===== src/rtl/sd_cmd_responder.sv =====
// Card-side SD CMD line endpoint: receives 48-bit host commands, answers with R1-style frames.
// Define SD_CMD_RESP_CRC_CHECK_EN to reject received frames whose CRC7 field is wrong.
module sd_cmd_responder #(
  parameter int NCR_MIN      = 2,
  parameter int RESP_TIMEOUT = 64
) (
  input  logic        CLK_SD_card,
  input  logic        reset,
  input  logic        cmd_from_host,
  input  logic        resp_valid,
  input  logic [31:0] resp_status,
  output logic        cmd_valid,
  output logic [5:0]  cmd_index,
  output logic [31:0] cmd_arg,
  output logic        crc_error,
  output logic        frame_error,
  output logic        cmd_to_host,
  output logic        cmd_to_host_oe,
  output logic        busy
);

  localparam int MAXC = (NCR_MIN > RESP_TIMEOUT) ? NCR_MIN : RESP_TIMEOUT;
  localparam int WW   = $clog2(MAXC + 2);

  localparam logic [WW-1:0] NCR_W = WW'(NCR_MIN);
  localparam logic [WW-1:0] TMO_W = WW'(RESP_TIMEOUT);
  localparam logic [5:0]    LAST  = 6'd47;

  typedef enum logic [2:0] {
    IDLE,
    RX,
    CHECK,
    WAIT_RESP,
    TX
  } state_t;

  state_t        state;
  logic [47:0]   rxsr;
  logic [5:0]    bitcnt;
  logic [WW-1:0] wcnt;
  logic          have_st;
  logic [31:0]   st_q;
  logic [47:0]   txsr;
  logic [5:0]    tcnt;

  logic          rx_dir;
  logic          rx_end;
  logic [5:0]    rx_idx;
  logic [31:0]   rx_arg;
  logic [6:0]    rx_crc;
  logic [6:0]    rx_calc;
  logic          crc_bad;
  logic          got;
  logic [31:0]   st_n;
  logic [39:0]   resp40;
  logic [47:0]   tx_frame;

  // Serial CRC7, generator x^7+x^3+1, zero initial value, MSB first.
  function automatic logic [6:0] crc7_calc(input logic [39:0] d);
    logic [6:0] c;
    logic       fb;
    c = '0;
    for (int i = 39; i >= 0; i--) begin
      fb = d[i] ^ c[6];
      c  = {c[5:0], 1'b0} ^ (fb ? 7'h09 : 7'h00);
    end
    return c;
  endfunction

  assign rx_dir  = rxsr[46];
  assign rx_end  = rxsr[0];
  assign rx_idx  = rxsr[45:40];
  assign rx_arg  = rxsr[39:8];
  assign rx_crc  = rxsr[7:1];
  assign rx_calc = crc7_calc(rxsr[47:8]);

`ifdef SD_CMD_RESP_CRC_CHECK_EN
  assign crc_bad = (rx_crc != rx_calc);
`else
  logic unused_crc;
  assign crc_bad    = 1'b0;
  assign unused_crc = ^{rx_crc, rx_calc};
`endif

  // Response payload: the first offered status wins, even on the same edge it arrives.
  always_comb begin
    got      = have_st | resp_valid;
    st_n     = have_st ? st_q : resp_status;
    resp40   = {2'b00, cmd_index, st_n};
    tx_frame = {resp40, crc7_calc(resp40), 1'b1};
  end

  // Command receive, check, response wait and transmit sequencing with registered outputs.
  always_ff @(posedge CLK_SD_card) begin
    if (!reset) begin
      state          <= IDLE;
      rxsr           <= '0;
      bitcnt         <= '0;
      wcnt           <= '0;
      have_st        <= 1'b0;
      st_q           <= '0;
      txsr           <= '0;
      tcnt           <= '0;
      cmd_valid      <= 1'b0;
      cmd_index      <= '0;
      cmd_arg        <= '0;
      crc_error      <= 1'b0;
      frame_error    <= 1'b0;
      cmd_to_host    <= 1'b1;
      cmd_to_host_oe <= 1'b0;
      busy           <= 1'b0;
    end else begin
      cmd_valid   <= 1'b0;
      crc_error   <= 1'b0;
      frame_error <= 1'b0;
      unique case (state)
        IDLE: begin
          cmd_to_host    <= 1'b1;
          cmd_to_host_oe <= 1'b0;
          if (!cmd_from_host) begin
            rxsr   <= {rxsr[46:0], 1'b0};
            bitcnt <= 6'd1;
            state  <= RX;
            busy   <= 1'b1;
          end else begin
            busy <= 1'b0;
          end
        end
        RX: begin
          rxsr <= {rxsr[46:0], cmd_from_host};
          if (bitcnt == LAST) begin
            state <= CHECK;
          end else begin
            bitcnt <= bitcnt + 6'd1;
          end
        end
        CHECK: begin
          bitcnt <= '0;
          if (!rx_dir || !rx_end) begin
            frame_error <= 1'b1;
            state       <= IDLE;
            busy        <= 1'b0;
          end else if (crc_bad) begin
            crc_error <= 1'b1;
            state     <= IDLE;
            busy      <= 1'b0;
          end else begin
            cmd_valid <= 1'b1;
            cmd_index <= rx_idx;
            cmd_arg   <= rx_arg;
            wcnt      <= {{(WW-1){1'b0}}, 1'b1};
            have_st   <= 1'b0;
            state     <= WAIT_RESP;
          end
        end
        WAIT_RESP: begin
          if (got && wcnt >= NCR_W) begin
            cmd_to_host    <= tx_frame[47];
            cmd_to_host_oe <= 1'b1;
            txsr           <= {tx_frame[46:0], 1'b0};
            tcnt           <= '0;
            have_st        <= 1'b0;
            state          <= TX;
          end else if (!got && wcnt >= TMO_W) begin
            state <= IDLE;
            busy  <= 1'b0;
          end else begin
            if (!have_st && resp_valid) begin
              have_st <= 1'b1;
              st_q    <= resp_status;
            end
            if (wcnt != '1) begin
              wcnt <= wcnt + 1'b1;
            end
          end
        end
        TX: begin
          if (tcnt == LAST) begin
            cmd_to_host    <= 1'b1;
            cmd_to_host_oe <= 1'b0;
            state          <= IDLE;
            busy           <= 1'b0;
          end else begin
            cmd_to_host <= txsr[47];
            txsr        <= {txsr[46:0], 1'b0};
            tcnt        <= tcnt + 6'd1;
          end
        end
        default: begin
          state          <= IDLE;
          cmd_to_host    <= 1'b1;
          cmd_to_host_oe <= 1'b0;
          busy           <= 1'b0;
        end
      endcase
    end
  end

endmodule


===== config.mk =====
export PLATFORM = sky130hd
export DESIGN_NAME = sd_cmd_responder
export DESIGN_NICKNAME = d
export VERILOG_FILES = /design/src/rtl/sd_cmd_responder.sv
export SDC_FILE = /design/constraint.sdc
export NUM_CORES = 1
export LEC_CHECK = 0
export ABC_AREA = 1
export CAP_MARGIN = 10
export CORE_ASPECT_RATIO = 1.2
export CORE_UTILIZATION = 45
export DETAILED_ROUTE_END_ITERATION = 12
export PLACE_DENSITY = 0.65
export SKIP_CTS_REPAIR_TIMING = 1
export SLEW_MARGIN = 20
export SYNTH_ARGS = -nofsm -noshare
export SYNTH_HDL_FRONTEND = slang
export SYNTH_SLANG_ARGS = --single-unit

===== constraint.sdc =====
create_clock -name CLK_SD_card -period 5.2 [get_ports CLK_SD_card]
set_input_delay 0.78 -clock CLK_SD_card [delete_from_list [all_inputs] [get_ports CLK_SD_card]]
set_output_delay 0.78 -clock CLK_SD_card [all_outputs]
set_load 0.005 [all_outputs]

=== After elaboration in Yosys (flattened, before gate mapping) ===
Cells that the tools add are included.

* Input port bits: 36
* Flip-flop bits (word level): 193
* Output and inout bits: 44
* Logic and storage cells: 228

* Bitwise operators: 80
* Equality and inequality tests: 22
* Add/sub/neg operators: 3
* $lt $le $gt $ge: 2
* Mux-type cells: 80
* Reduce and logical (&&, ||, !) cells: 26

{| class="wikitable"
|+ Operators by type and width
! kind !! number
|-
| 7-bit by 4-bit XOR with 7-bit output || 35
|-
| 4-bit two-way mux || 38
|-
| 48-bit two-way mux || 2
|-
| 48-bit case mux with 2 select lines || 1
|-
| 47-bit case mux with 2 select lines || 1
|-
| 47-bit two-way mux || 1
|-
| 1-bit XOR || 34
|-
| 32-bit two-way mux || 1
|-
| 7-bit two-way mux || 4
|-
| 6-bit two-way mux || 4
|-
| 2-bit inequality test, second input constant || 12
|-
| 6-bit case mux with 3 select lines || 1
|-
| 3-bit two-way mux || 5
|-
| 3-bit case mux with 5 select lines || 1
|-
| 1-bit two-way mux || 14
|-
| 7-bit case mux with 2 select lines || 1
|-
| 6-bit by 1-bit adder with 6-bit output, second input constant || 2
|-
| 6-bit equality test, second input constant || 2
|-
| 6-bit case mux with 2 select lines || 1
|-
| 4-bit AND reduction || 3
|-
| 5-bit AND reduction || 2
|-
| 3-bit inequality test, second input constant || 3
|-
| 3-bit AND reduction || 3
|-
| 2-bit AND reduction || 4
|-
| other kinds (23) || 38
|}

=== Depth between registers and ports, before layout ===
Gate-level depths: netlist of run 1.

* Word-level depth: 109
* Mapped depth: 30

=== Worst setup path after synthesis of run 1 ===
No wires, ideal clock.

* Path kind: in2reg
* From: input resp_status[28]
* To: register txsr[7]
* Cell stages on the path: 23
* Data required time: 5.066 ns
* Path slack: 2.374 ns
* Arrival: 2.692 ns
* Path through: inv_1 > o21ai_1 > nand2_1 > nand2_1 > nand2_1 > nand2_2 > nand2_1 > nand2_1 > nand3_1 > nand2_1 > inv_2 > nand2_1 > nand2_1 > nand2_2 > nand2_1 > nand2_1 > nand2_1 > xor2_1 > or2_1 > nand3_1 > nand2_1 > o21ai_1 > a21oi_1

* Longest elaborated chain between the ends: 44
* Elaborated cells on any way between the ends: 60
* Classes of those cells: mux (17); bitwise (43)

{| class="wikitable"
|+ Ends and longest elaborated chain
! element !! RTL line !! source
|-
| start: declaration || 11 || <nowiki>input logic [31:0] resp_status,</nowiki>
|-
| 32-bit two-way mux * || 88 || <nowiki>st_n = have_st ? st_q : resp_status;</nowiki>
|-
| 1-bit XOR * || 64 || <nowiki>fb = d[i] ^ c[6];</nowiki>
|-
| 4-bit two-way mux * || 65 || <nowiki>c = {c[5:0], 1'b0} ^ (fb ? 7'h09 : 7'h00);</nowiki>
|-
| 7-bit by 4-bit XOR with 7-bit output * (4 in a row) || 65 ||
|-
| 1-bit XOR or 7-bit by 4-bit XOR with 7-bit output (tied branches) || 64, 65 ||
|-
| 4-bit two-way mux or 7-bit by 4-bit XOR with 7-bit output (tied branches) || 65 ||
|-
| 7-bit by 4-bit XOR with 7-bit output * (4 in a row) || 65 ||
|-
| 1-bit XOR or 7-bit by 4-bit XOR with 7-bit output (tied branches) || 64, 65 ||
|-
| [11 not listed] || n/a ||
|-
| 1-bit XOR or 7-bit by 4-bit XOR with 7-bit output (tied branches) || 64, 65 ||
|-
| 4-bit two-way mux or 7-bit by 4-bit XOR with 7-bit output (tied branches) || 65 ||
|-
| 7-bit by 4-bit XOR with 7-bit output * (7 in a row) || 65 ||
|-
| 1-bit XOR or 7-bit by 4-bit XOR with 7-bit output (tied branches) || 64, 65 ||
|-
| 4-bit two-way mux or 7-bit by 4-bit XOR with 7-bit output (tied branches) || 65 ||
|-
| 7-bit by 4-bit XOR with 7-bit output * (6 in a row) || 65 ||
|-
| 48-bit two-way mux * || 157 || <nowiki>if (got && wcnt >= NCR_W) begin</nowiki>
|-
| 48-bit case mux with 2 select lines * || 116 || <nowiki>unique case (state)</nowiki>
|-
| end signal: assignment || 160 || <nowiki>txsr <= {tx_frame[46:0], 1'b0};</nowiki>
|-
| end signal: assignment || 185 || <nowiki>txsr <= {txsr[46:0], 1'b0};</nowiki>
|-
| end: declaration || 43 || <nowiki>logic [47:0] txsr;</nowiki>
|}

Every way passes the cells marked *; elsewhere a longest branch is shown, timed or not. The select of a mux whose other input is x is not followed.
A chain may end at the register's enable or synchronous reset.

=== Worst setup path after layout of run 1 ===
* From: register have_st
* To: register txsr[8]

* Longest elaborated chain between the ends: 51
* Elaborated cells on any way between the ends: 85
* Classes of those cells: eq/ne (1); mux (26); bitwise (56); reduce/logical (2)

{| class="wikitable"
|+ Ends and longest elaborated chain
! element !! RTL line !! source
|-
| start: declaration || 41 || <nowiki>logic have_st;</nowiki>
|-
| start signal: assignment || 100 || <nowiki>have_st <= 1'b0;</nowiki>
|-
| start signal: assignment || 152 || <nowiki>have_st <= 1'b0;</nowiki>
|-
| start signal: assignment || 162 || <nowiki>have_st <= 1'b0;</nowiki>
|-
| 32-bit two-way mux || 88 ||
|-
| 1-bit XOR || 64 ||
|-
| 4-bit two-way mux || 65 ||
|-
| 7-bit by 4-bit XOR with 7-bit output (4 in a row) || 65 ||
|-
| 1-bit XOR || 64 ||
|-
| 4-bit two-way mux || 65 ||
|-
| 7-bit by 4-bit XOR with 7-bit output (4 in a row) || 65 ||
|-
| 1-bit XOR || 64 ||
|-
| [23 not listed] || n/a ||
|-
| 1-bit XOR || 64 ||
|-
| 4-bit two-way mux || 65 ||
|-
| 7-bit by 4-bit XOR with 7-bit output (4 in a row) || 65 ||
|-
| 1-bit XOR || 64 ||
|-
| 4-bit two-way mux || 65 ||
|-
| 7-bit by 4-bit XOR with 7-bit output (4 in a row) || 65 ||
|-
| 48-bit two-way mux || 157 ||
|-
| 48-bit case mux with 2 select lines || 116 ||
|}

Several ways; a longest one is shown, not always the timed one. The select of a mux whose other input is x is not followed.

==> results.md, run 1 <==
- Run status: finished clean
- Number of detailed-routing iterations run before antenna repair: 7
- Post-synthesis share of cell area spent on xor and xnor gates: 0.980%
- Synthesized-area fraction occupied by ao, oa, aoi and oai cells: 18.0%
- Post-Syn Area: 0.00894 mm2
- Via Count: 8,421
- Cells after Synth: 1,329
- Transition time at the pin with the least slew margin: 1080 ps
- H-Tree Level Count: 4
- Commonest non-fill, non-tap cell in the layout: nand2_1
- Area taken by flip-flops and latches: 0.00384 mm2
- Fraction of registers with async set/reset: 0%
- Clock Sinks: 192
- I/O Buffers: 78
- Req. time, crit path: 5520 ps
- HPWL after detailed placement: 14,100 um
- Total Die Area: 0.0204 mm2
- I/O pin count: 80
- Root buffer cell: clkbuf_16
- Flop and latch count out of synthesis: 192
- Number of fill cells in the layout: 1,960
- Share of cell area taken by muxes after synthesis: 0%
- Clock skew: 10.3 ps
- Final critical-path setup slack: 1410 ps
- Number of design rule violations left after detail routing: 0
- Max Freq: 264 MHz
- Post-Syn Nets: 1,369
- Setup repair after global routing missed its margin: false
- CP Launch Type: register
- Worst skew pair latency: 440 ps
- Leading cell types in the layout, fill and taps excluded: nand2_1 (323), dfxtp_1 (191), o21ai_0 (183)
- Synth Warn #: 0
- Post-synthesis sequential area ratio: 43.0%
- Hold Path Cell Cnt: 2
- GRT Util Overall: 21.5%
- Relative slew margins: 27.9%
- Routability congestion estimate from global placement: 0.854
- Endpoint type of the worst setup path: register
- Count of routing violations after the opening detailed-route iteration: 423
- Endpoints failing hold: 0
- Antenna-violating nets left: 0
- Leakage dissipation: 4.45 nW
- Worst ir drop on vdd: 234 uV
- Critical path peak fanout: 37
- WP data arrival: 4110 ps
- Final core area utilization: 53.8%
- TritonCTS buffer count: 17
- Number of distinct library cell variants in the gate-level netlist after synthesis: 40
- WS Path Type: register to register
- Period utilisation layout: 72.8%
- Final critical path time including I/O delays and setup: 3790 ps
- Number of slew-limit violations in the final report: 0
- Met2 wire length: 10,400 um
- Routed metal-1 wire length: 9680 um
- Pin count of the biggest net entering global routing: 96
- Syn avg cell area: 6.72 um2
- Main combinational cell family by area after synthesis: simple AND/OR/NAND/NOR gates
- Final net count: 1,408
- Die H: 156 um
- Number of inserted diodes: 0
- Initial core utilization: 45.9%
- Maximum Capacitance Violations: 0
- # setup viols final: 0
- Final setup TNS: 0 ps
- CTS tree: yes
- Wirelength per Cell: 13.0 um
- EDFF count, synth: 0
- Clock-pin slew on the worst setup and hold paths: 70 ps
- Aggregate global routing overflow: 0
- Worst slack at placement: 1380 ps
- Global-route wire length before repair: 35,100 um
- HP Class: register to register
- Synth Area in Simple Gates: 29.0%
- Core area: 0.0195 mm2
- Routed wire length: 21,300 um
- Number of global-route vias before repair: 7,542
- DR top layer: met4
- Fraction of final layout cells sized beyond drive strength 1: 5.65%
- Power per cell area: 344 mW/mm2
- Wire length on met3: 874 um
- Number of cells traversed by the worst register-to-register path: 20
- Initial antenna violation count: 0
- Adder-cell share of the synthesized area: 0.560%
- Chip width: 131 um
- Maximum clock insertion buffer count: 2
- Ys flop type: dfxtp_1
- Multi-input logic area: 0.00435 mm2
- Standard-cell row count: 56
- Via density per instance: 5.13
- Synth-to-Final Area Change: 17.4%
registers in the layout, indices dropped and copies added (netlist names):
name,flops
busy,1
wcnt,7
tcnt,6
bitcnt,6
rxsr,47
cmd_index,6
st_q,32
have_st,1
cmd_valid,1
cmd_arg,32
frame_error,1
txsr,47
cmd_to_host,1
state,3
cmd_to_host_oe,1
worst paths after layout:
path / from / endpoint / slack (ps)
min reg2reg: st_q[26] / st_q[26] / 450
max reg2reg: have_st / txsr[8] / 1410
min: st_q[26] / st_q[26] / 450
max: have_st / txsr[8] / 1410
synthesized netlist by cell type, drive strengths merged, types with 4 or more instances:
cell | instances | area, um2
nor2 | 165 | 619
nand2 | 342 | 1330
nand3 | 98 | 495
a31oi | 38 | 238
o21ai | 190 | 962
dfxtp | 192 | 3840
inv | 121 | 454
nor3 | 8 | 40.0
xor2 | 8 | 70.1
ha | 4 | 50.1
clkbuf | 58 | 218
buf | 10 | 68.8
nor3b | 6 | 45.0
a21oi | 63 | 319
critical path, cell delays in order (launching register included):
cell     delay [ps]
dfxtp_2         810
inv_2           450
nand2_1         170
nand2_1         110
nand2_1          80
nand2_1          70
inv_1            50
nand2_1          80
nand2_2         100
nand2_1          50
nand2_1         110
nand3_1          90
nand2_1         150
xor2_1          200
nand3_1         110
nand2_1         130
xor2_1          210
xor2_1          260
o21ai_0         140
o21ai_1         190
a21oi_1          90
cells by family (layout without fill, tap and decap cells):
kind of cell | after synthesis | after routing
flip-flops | 192 | 192
AO/OA/AOI/OAI | 302 | 302
buffers and inverters | 192 | 244
XOR/XNOR | 10 | 10
AND/OR/NAND/NOR | 628 | 628
other | 1 | 1
adder cells (fa/ha/maj) | 4 | 4
report_power, final:
group,switching (mW),internal [mW],total [mW]
combinational,0.373,0.202,0.575
sequential,0.0543,1.56,1.61
clock,0.635,0.787,1.42
final cells by class:
type / instances / share of cell area, %
repair buffers: 88 / 8.14
clock inverters: 15 / 2.15
flip-flops and latches: 192 / 36.7
multi-input cells: 945 / 41.4
inverters: 124 / 4.45
well taps: 261 / 3.11
clock buffers: 17 / 4.06
layer usage:
layer,up-vias,global-route usage (%)
li1,4392,-
met1,3841,25.7
met2,157,37.9
met3,31,4.62
met4,0,6.95
met5,-,0
through the flow:
step           hold WS, ps  cells  power, mW  cell area [um2]
2_1_floorplan          424   1329       2.07             8940
3_3_place_gp           435   1610       2.21             9840
3_5_place_dp           439   1610       2.22             9840
4_1_cts                450   1642       3.64            10500
5_1_grt                462   1642       3.79            10500
6_report               449   1642       3.61            10500
(Power assumes the default switching activity.)
==> run 2, diff against run 1 <==
--- a/config.mk
+++ b/config.mk
@@ -10,7 +10,7 @@
 export CORE_ASPECT_RATIO = 1.2
 export CORE_UTILIZATION = 45
 export DETAILED_ROUTE_END_ITERATION = 12
-export PLACE_DENSITY = 0.65
+export PLACE_DENSITY = 0.67
 export SKIP_CTS_REPAIR_TIMING = 1
 export SLEW_MARGIN = 20
 export SYNTH_ARGS = -nofsm -noshare
==> constraint.sdc (replaced) <==
create_clock -name CLK_SD_card -period 3.2 [get_ports CLK_SD_card]
set_input_delay 0.48 -clock CLK_SD_card [delete_from_list [all_inputs] [get_ports CLK_SD_card]]
set_output_delay 0.48 -clock CLK_SD_card [all_outputs]
set_load 0.005 [all_outputs]
==> results.md, run 2 (synthesis results as in run 1) <==
- Run status: finished clean
- Number of inserted diodes: 0 (unchanged)
- Antenna-violating nets left: 0 (unchanged)
- GRT Util Overall: 21.8% (+0.28 points)
- Final net count: 1,439 (+2.2%)
- Final critical path time including I/O delays and setup: 2960 ps
- WP data arrival: 3280 ps (-830 ps)
- Worst slack at placement: -205 ps (-1590 ps)
- Critical path peak fanout: 4 (-89%)
- Number of global-route vias before repair: 7,804 (+3.5%)
- Launching point of the worst reg2reg path: have_st
- Wirelength per Cell: 12.9 um (-0.83%)
- Standard-cell row count: 56 (unchanged)
- Initial core utilization: 45.9% (unchanged)
- Leading cell types in the layout, fill and taps excluded: nand2_1 (302), dfxtp_1 (190), o21ai_0 (182)
- Power per cell area: 527 mW/mm2 (+53%)
- Pin count of the biggest net entering global routing: 65 (-32%)
- Transition time at the pin with the least slew margin: 586 ps (-492 ps)
- # setup viols final: 0 (unchanged)
- Total Die Area: 0.0204 mm2 (unchanged)
- I/O pin count: 80 (unchanged)
- Maximum Capacitance Violations: 0 (unchanged)
- Clock Sinks: 192 (unchanged)
- Max Freq: 338 MHz
- Global-route wire length before repair: 35,800 um (+2.0%)
- Final critical-path setup slack: 243 ps (-1170 ps)
- Startpoint of the tightest hold check path: st_q[25]
- CP Launch Type: input pin
- WS Path Type: input pin to register
- I/O Buffers: 78 (unchanged)
- Worst skew pair latency: 430 ps (about the same)
- Number of cells traversed by the worst register-to-register path: 20 (unchanged)
- Commonest non-fill, non-tap cell in the layout: nand2_1
- Period utilisation layout: 92.4%
- Post-route cell area: 0.0108 mm2 (+2.9%)
- Number of detailed-routing iterations run before antenna repair: 6 (-1)
- Routability congestion estimate from global placement: 0.916 (+7.3%)
- Hold Path Cell Cnt: 2 (unchanged)
- Core area: 0.0195 mm2 (unchanged)
- HPWL after detailed placement: 14,800 um (+5.4%)
- Register-to-Register Setup Slack: 260 ps (-1150 ps)
- Req. time, crit path: 3520 ps (-2000 ps)
- Clock-pin slew on the worst setup and hold paths: 70 ps (about the same)
- Number of slew-limit violations in the final report: 0 (unchanged)
- Post-Place Cell Area: 0.0100 mm2 (+2.1%)
- Endpoint type of the worst setup path: register
- Leakage dissipation: 4.60 nW (+3.5%)
- Endpoints failing hold: 0 (unchanged)
- CTS tree: yes
- TritonCTS buffer count: 17 (unchanged)
- Largest regs: rxsr (47), txsr (47)
- Root buffer cell: clkbuf_16
- Initial antenna violation count: 0 (unchanged)
- Count of routing violations after the opening detailed-route iteration: 480 (+13%)
- Die H: 156 um (unchanged)
- HP Class: register to register
- Synth-to-Final Area Change: 20.8%
- Clock skew: 8.87 ps (-1.42 ps)
- Maximum clock insertion buffer count: 2 (unchanged)
- Fraction of final layout cells sized beyond drive strength 1: 10.4% (+4.8 points)
- Relative slew margins: 60.5% (+33 points)
- Via density per instance: 5.12 (-0.20%)
- Number of design rule violations left after detail routing: 0 (unchanged)
- Via Count: 8,563 (+1.7%)
- Worst ir drop on vdd: 465 uV (+99%)
- H-Tree Level Count: 4 (unchanged)
- Aggregate global routing overflow: 0 (unchanged)
- Chip width: 131 um (unchanged)
- Endpoint of the worst register-to-register path: txsr[5]
- Hold Crit Endpoint: st_q[25]
- Final setup TNS: 0 ps (unchanged)
- Routed wire length: 21,500 um (+1.0%)
-- run 2: changes by cell type in the layout (fill, tap and decap cells not counted), sizes merged --
cell,delta
clkbuf,+2
bufinv,-2
inv,-4
clkinvlp,+2
clkinv,+2
buf,+31
-- run 2: worst max-delay path by stage --
stage	slack (ps)	start	to
global route	-70	have_st	txsr[5]
CTS	70	have_st	txsr[5]
detailed placement	-210	resp_status[28]	txsr[5]
global placement	-130	resp_status[31]	txsr[3]
floorplan	670	have_st	txsr[7]
finish	240	resp_status[28]	txsr[5]
-- run 2: per-layer routing --
layer,part of all wire (%),vias to the layer above,track usage [%]
met4,2.6,0,8.37
met2,48,155,38.1
met5,0,-,0
li1,-,4453,-
met3,3.2,39,3.69
met1,46,3916,26.3
-- run 2: power by group --
group	leakage, nW	switching (mW)	internal (mW)	total [mW]
Sequential	1.56	0.0870	2.53	2.62
Combinational	2.77	0.655	0.386	1.04
Clock	0.275	0.933	1.09	2.03
-- run 2: worst max-delay path: stages --
cell and delay, ps:
clkdlybuf4s50_1 510, inv_1 60, o21ai_2 190, nand2_1 100, nand2_1 80, nand2_1 80, nand2_2 110, nand2_1 50
nand2_1 80, nand3_1 110, nand2_2 150, xor2_1 210, nand3_1 90, nand2_1 120, xor2_1 250, xor2_2 220
inv_1 80, nand3_1 70, nand3_1 70, nand2_1 100, a21oi_2 50
-- run 2: stage by stage --
step | utilization (%) | cells | power, mW | hold slack, ps
6_report | 55.4 | 1673 | 5.68 | 449
3_5_place_dp | 51.6 | 1638 | 3.64 | 439
2_1_floorplan | - | 1329 | 3.36 | 424
4_1_cts | 54.4 | 1670 | 5.66 | 450
3_3_place_gp | 51.6 | 1638 | 3.62 | 432
5_1_grt | 55.4 | 1673 | 6.00 | 462
-- run 2: layout make-up --
class	instances	area, um2
Fill cell	1958	8680
Multi-Input combinational cell	945	4500
Sequential cell	192	3850
Timing Repair Buffer	119	1090
Inverter	124	473
Clock buffer	19	443
Tap cell	261	327
Clock inverter	13	113
==> run 3, diff against run 2 <==
--- a/config.mk
+++ b/config.mk
@@ -6,11 +6,12 @@
 export NUM_CORES = 1
 export LEC_CHECK = 0
 export ABC_AREA = 1
+export ABC_CLOCK_PERIOD_IN_PS = 3200
 export CAP_MARGIN = 10
 export CORE_ASPECT_RATIO = 1.2
-export CORE_UTILIZATION = 45
+export CORE_UTILIZATION = 52
 export DETAILED_ROUTE_END_ITERATION = 12
-export PLACE_DENSITY = 0.67
+export PLACE_DENSITY = 0.76
 export SKIP_CTS_REPAIR_TIMING = 1
 export SLEW_MARGIN = 20
 export SYNTH_ARGS = -nofsm -noshare
==> results.md, run 3 (synthesis results as in run 1) <==
- Run status: finished clean
- Final critical-path setup slack: 116 ps (-127 ps)
- Setup repair after global routing missed its margin: true
- Number of slew-limit violations in the final report: 0 (unchanged)
- Maximum Capacitance Violations: 0 (unchanged)
- Global-route wire length before repair: 35,400 um (-0.98%)
- Fraction of final layout cells sized beyond drive strength 1: 11.4% (+0.98 points)
- Startpoint of the tightest hold check path: resp_status[28]
- Power per cell area: 546 mW/mm2 (+3.6%)
- HP Class: input pin to register
- I/O pin count: 80 (unchanged)
- CP Launch Type: register
- Endpoints failing hold: 0 (unchanged)
- Core area: 0.0169 mm2 (-13%)
- Routed wire length: 21,800 um (+1.4%)
- Number of detailed-routing iterations run before antenna repair: 7 (+1)
- Initial core utilization: 53.0% (+7.2 points)
- Total Die Area: 0.0177 mm2 (-13%)
- Critical path peak fanout: 7 (+3)
- Transition time at the pin with the least slew margin: 661 ps (+75.0 ps)
- Clock Sinks: 192 (unchanged)
- Final critical path time including I/O delays and setup: 3080 ps (+127 ps)
- Via Count: 8,618 (+0.64%)
- # setup viols final: 0 (unchanged)
- Root buffer cell: clkbuf_16
- Aggregate global routing overflow: 0 (unchanged)
- Worst ir drop on vdd: 458 uV (-1.6%)
- Leading cell types in the layout, fill and taps excluded: nand2_1 (289), dfxtp_1 (190), o21ai_0 (182)
- Clock-pin slew on the worst setup and hold paths: 70 ps (about the same)
- Hold Crit Endpoint: st_q[28]
- Area taken by flip-flops and latches: 0.00385 mm2 (unchanged)
- Req. time, crit path: 3510 ps (about the same)
- Endpoint type of the worst setup path: register
- Cell Count, Final, Fillers Out: 1,621 (-3.1%)
- Leakage dissipation: 4.64 nW (+0.75%)
- Number of inserted diodes: 0 (unchanged)
- Worst slack at placement: -238 ps (-33.3 ps)
- Via density per instance: 5.32 (+3.9%)
- Antenna-violating nets left: 0 (unchanged)
- Largest regs: rxsr (47), txsr (47)
- I/O Buffers: 78 (unchanged)
- Number of global-route vias before repair: 7,792 (-0.15%)
- Number of design rule violations left after detail routing: 0 (unchanged)
- WP data arrival: 3390 ps (+110 ps)
- Initial antenna violation count: 0 (unchanged)
- Number of cells traversed by the worst register-to-register path: 22 (+10%)
- Count of routing violations after the opening detailed-route iteration: 681 (+42%)
- Final setup TNS: 0 ps (unchanged)
- WS Path Type: register to register
- HPWL after detailed placement: 14,200 um (-4.1%)
- H-Tree Level Count: 4 (unchanged)
- Period utilisation layout: 96.4% (+4.0 points)
- Number of fill cells in the layout: 1,498 (-23%)
- Wirelength per Cell: 13.5 um (+4.7%)
- Chip width: 122 um (-6.9%)
- Number of cells after detailed placement: 1,585 (-3.2%)
- Die H: 146 um (-6.9%)
- Endpoint of the worst register-to-register path: txsr[8]
- Maximum clock insertion buffer count: 2 (unchanged)
- Commonest non-fill, non-tap cell in the layout: nand2_1
- Pin count of the biggest net entering global routing: 92 (+42%)
- Multi-input logic area: 0.00457 mm2 (+1.7%)
- Standard-cell row count: 52 (-7.1%)
- Relative slew margins: 55.5% (-5.1 points)
- Max Freq: 324 MHz (-4.1%)
- Routability congestion estimate from global placement: 0.911 (-0.62%)
- GRT Util Overall: 24.7% (+2.9 points)
- Hold Path Cell Cnt: 3 (+1)
- Clock skew: 8.45 ps (-0.420 ps)
- TritonCTS buffer count: 17 (unchanged)
- Launching point of the worst reg2reg path: have_st
- Register-to-Register Setup Slack: 120 ps (-140 ps)
- CTS tree: yes
- Final core area utilization: 64.8% (+9.3 points)
- Synth-to-Final Area Change: 22.2%
- Worst skew pair latency: 440 ps (about the same)
- Final net count: 1,432 (-0.49%)
run 3: cell count changes in the layout (fill, tap and decap cells not counted), moves of 4 or more:
cell	before	now
nand2_2	39	51
buf_4	38	29
clkinv_2	6	0
nand3_2	10	16
buf_12	0	4
nand2_1	302	289
nand3_1	87	81
run 3: per-layer routing:
layer  track usage [%]  part of all wire (%)  wire [um]  vias to the layer above
met2              43.4                    49      10700                      204
met1              29.9                    44       9640                     3925
met3              3.64                   3.8        838                       49
met5                 0                     0          0                        -
li1                  -                     -          -                     4440
met4              9.69                   2.8        618                        0
run 3: layout make-up:
type / instances / share of cell area, %
Multi-Input combinational cell: 945 / 41.9
Tap cell: 216 / 2.48
Clock buffer: 17 / 3.90
Sequential cell: 192 / 35.3
Timing Repair Buffer: 112 / 10.3
Clock inverter: 15 / 1.87
Inverter: 124 / 4.33
run 3: worst max-delay path by stage:
stage                    start  endpoint  slack [ps]  cells after the start
2_1_floorplan          have_st   txsr[7]         670                     26
3_3_place_gp   resp_status[28]   txsr[7]        -170                     24
3_5_place_dp   resp_status[28]   txsr[6]        -240                     26
4_1_cts                have_st   txsr[6]          60                     28
5_1_grt                have_st   txsr[5]         -90                     28
6_report               have_st   txsr[8]         120                     22
run 3: through the flow:
step                      area, um2  total power [mW]  hold WS [ps]
after CTS                     10600              5.88           453
after detailed placement       9980              3.64           442
after global routing          10900              6.25           462
final                         10900              5.96           437
after global placement         9980              3.61           432
after floorplan                8940              3.36           424
run 3: report_power, final:
part | leakage [nW] | internal (mW) | switching (mW) | total (mW)
combinational | 2.78 | 0.403 | 0.693 | 1.10
sequential | 1.56 | 2.53 | 0.0865 | 2.62
clock | 0.297 | 1.26 | 0.990 | 2.25
total | 4.64 | 4.19 | 1.77 | 5.96
run 3: critical path, stage by stage, from the launching register on:
cell and delay, ps:
dfxtp_4 460, clkbuf_16 180, nand2_1 70, nand2_2 90, clkinv_1 60, nand2_1 60, nand2_2 110, xnor2_1 140
buf_4 150, nand2_1 70, nand2_2 70, inv_2 70, nand2_1 70, nand2_2 100, nand2_1 90, nand2_1 90
nand2_1 60, nand2_1 110, xor2_1 250, xor2_2 220, o21ai_0 110, o21ai_1 230, a21oi_1 90
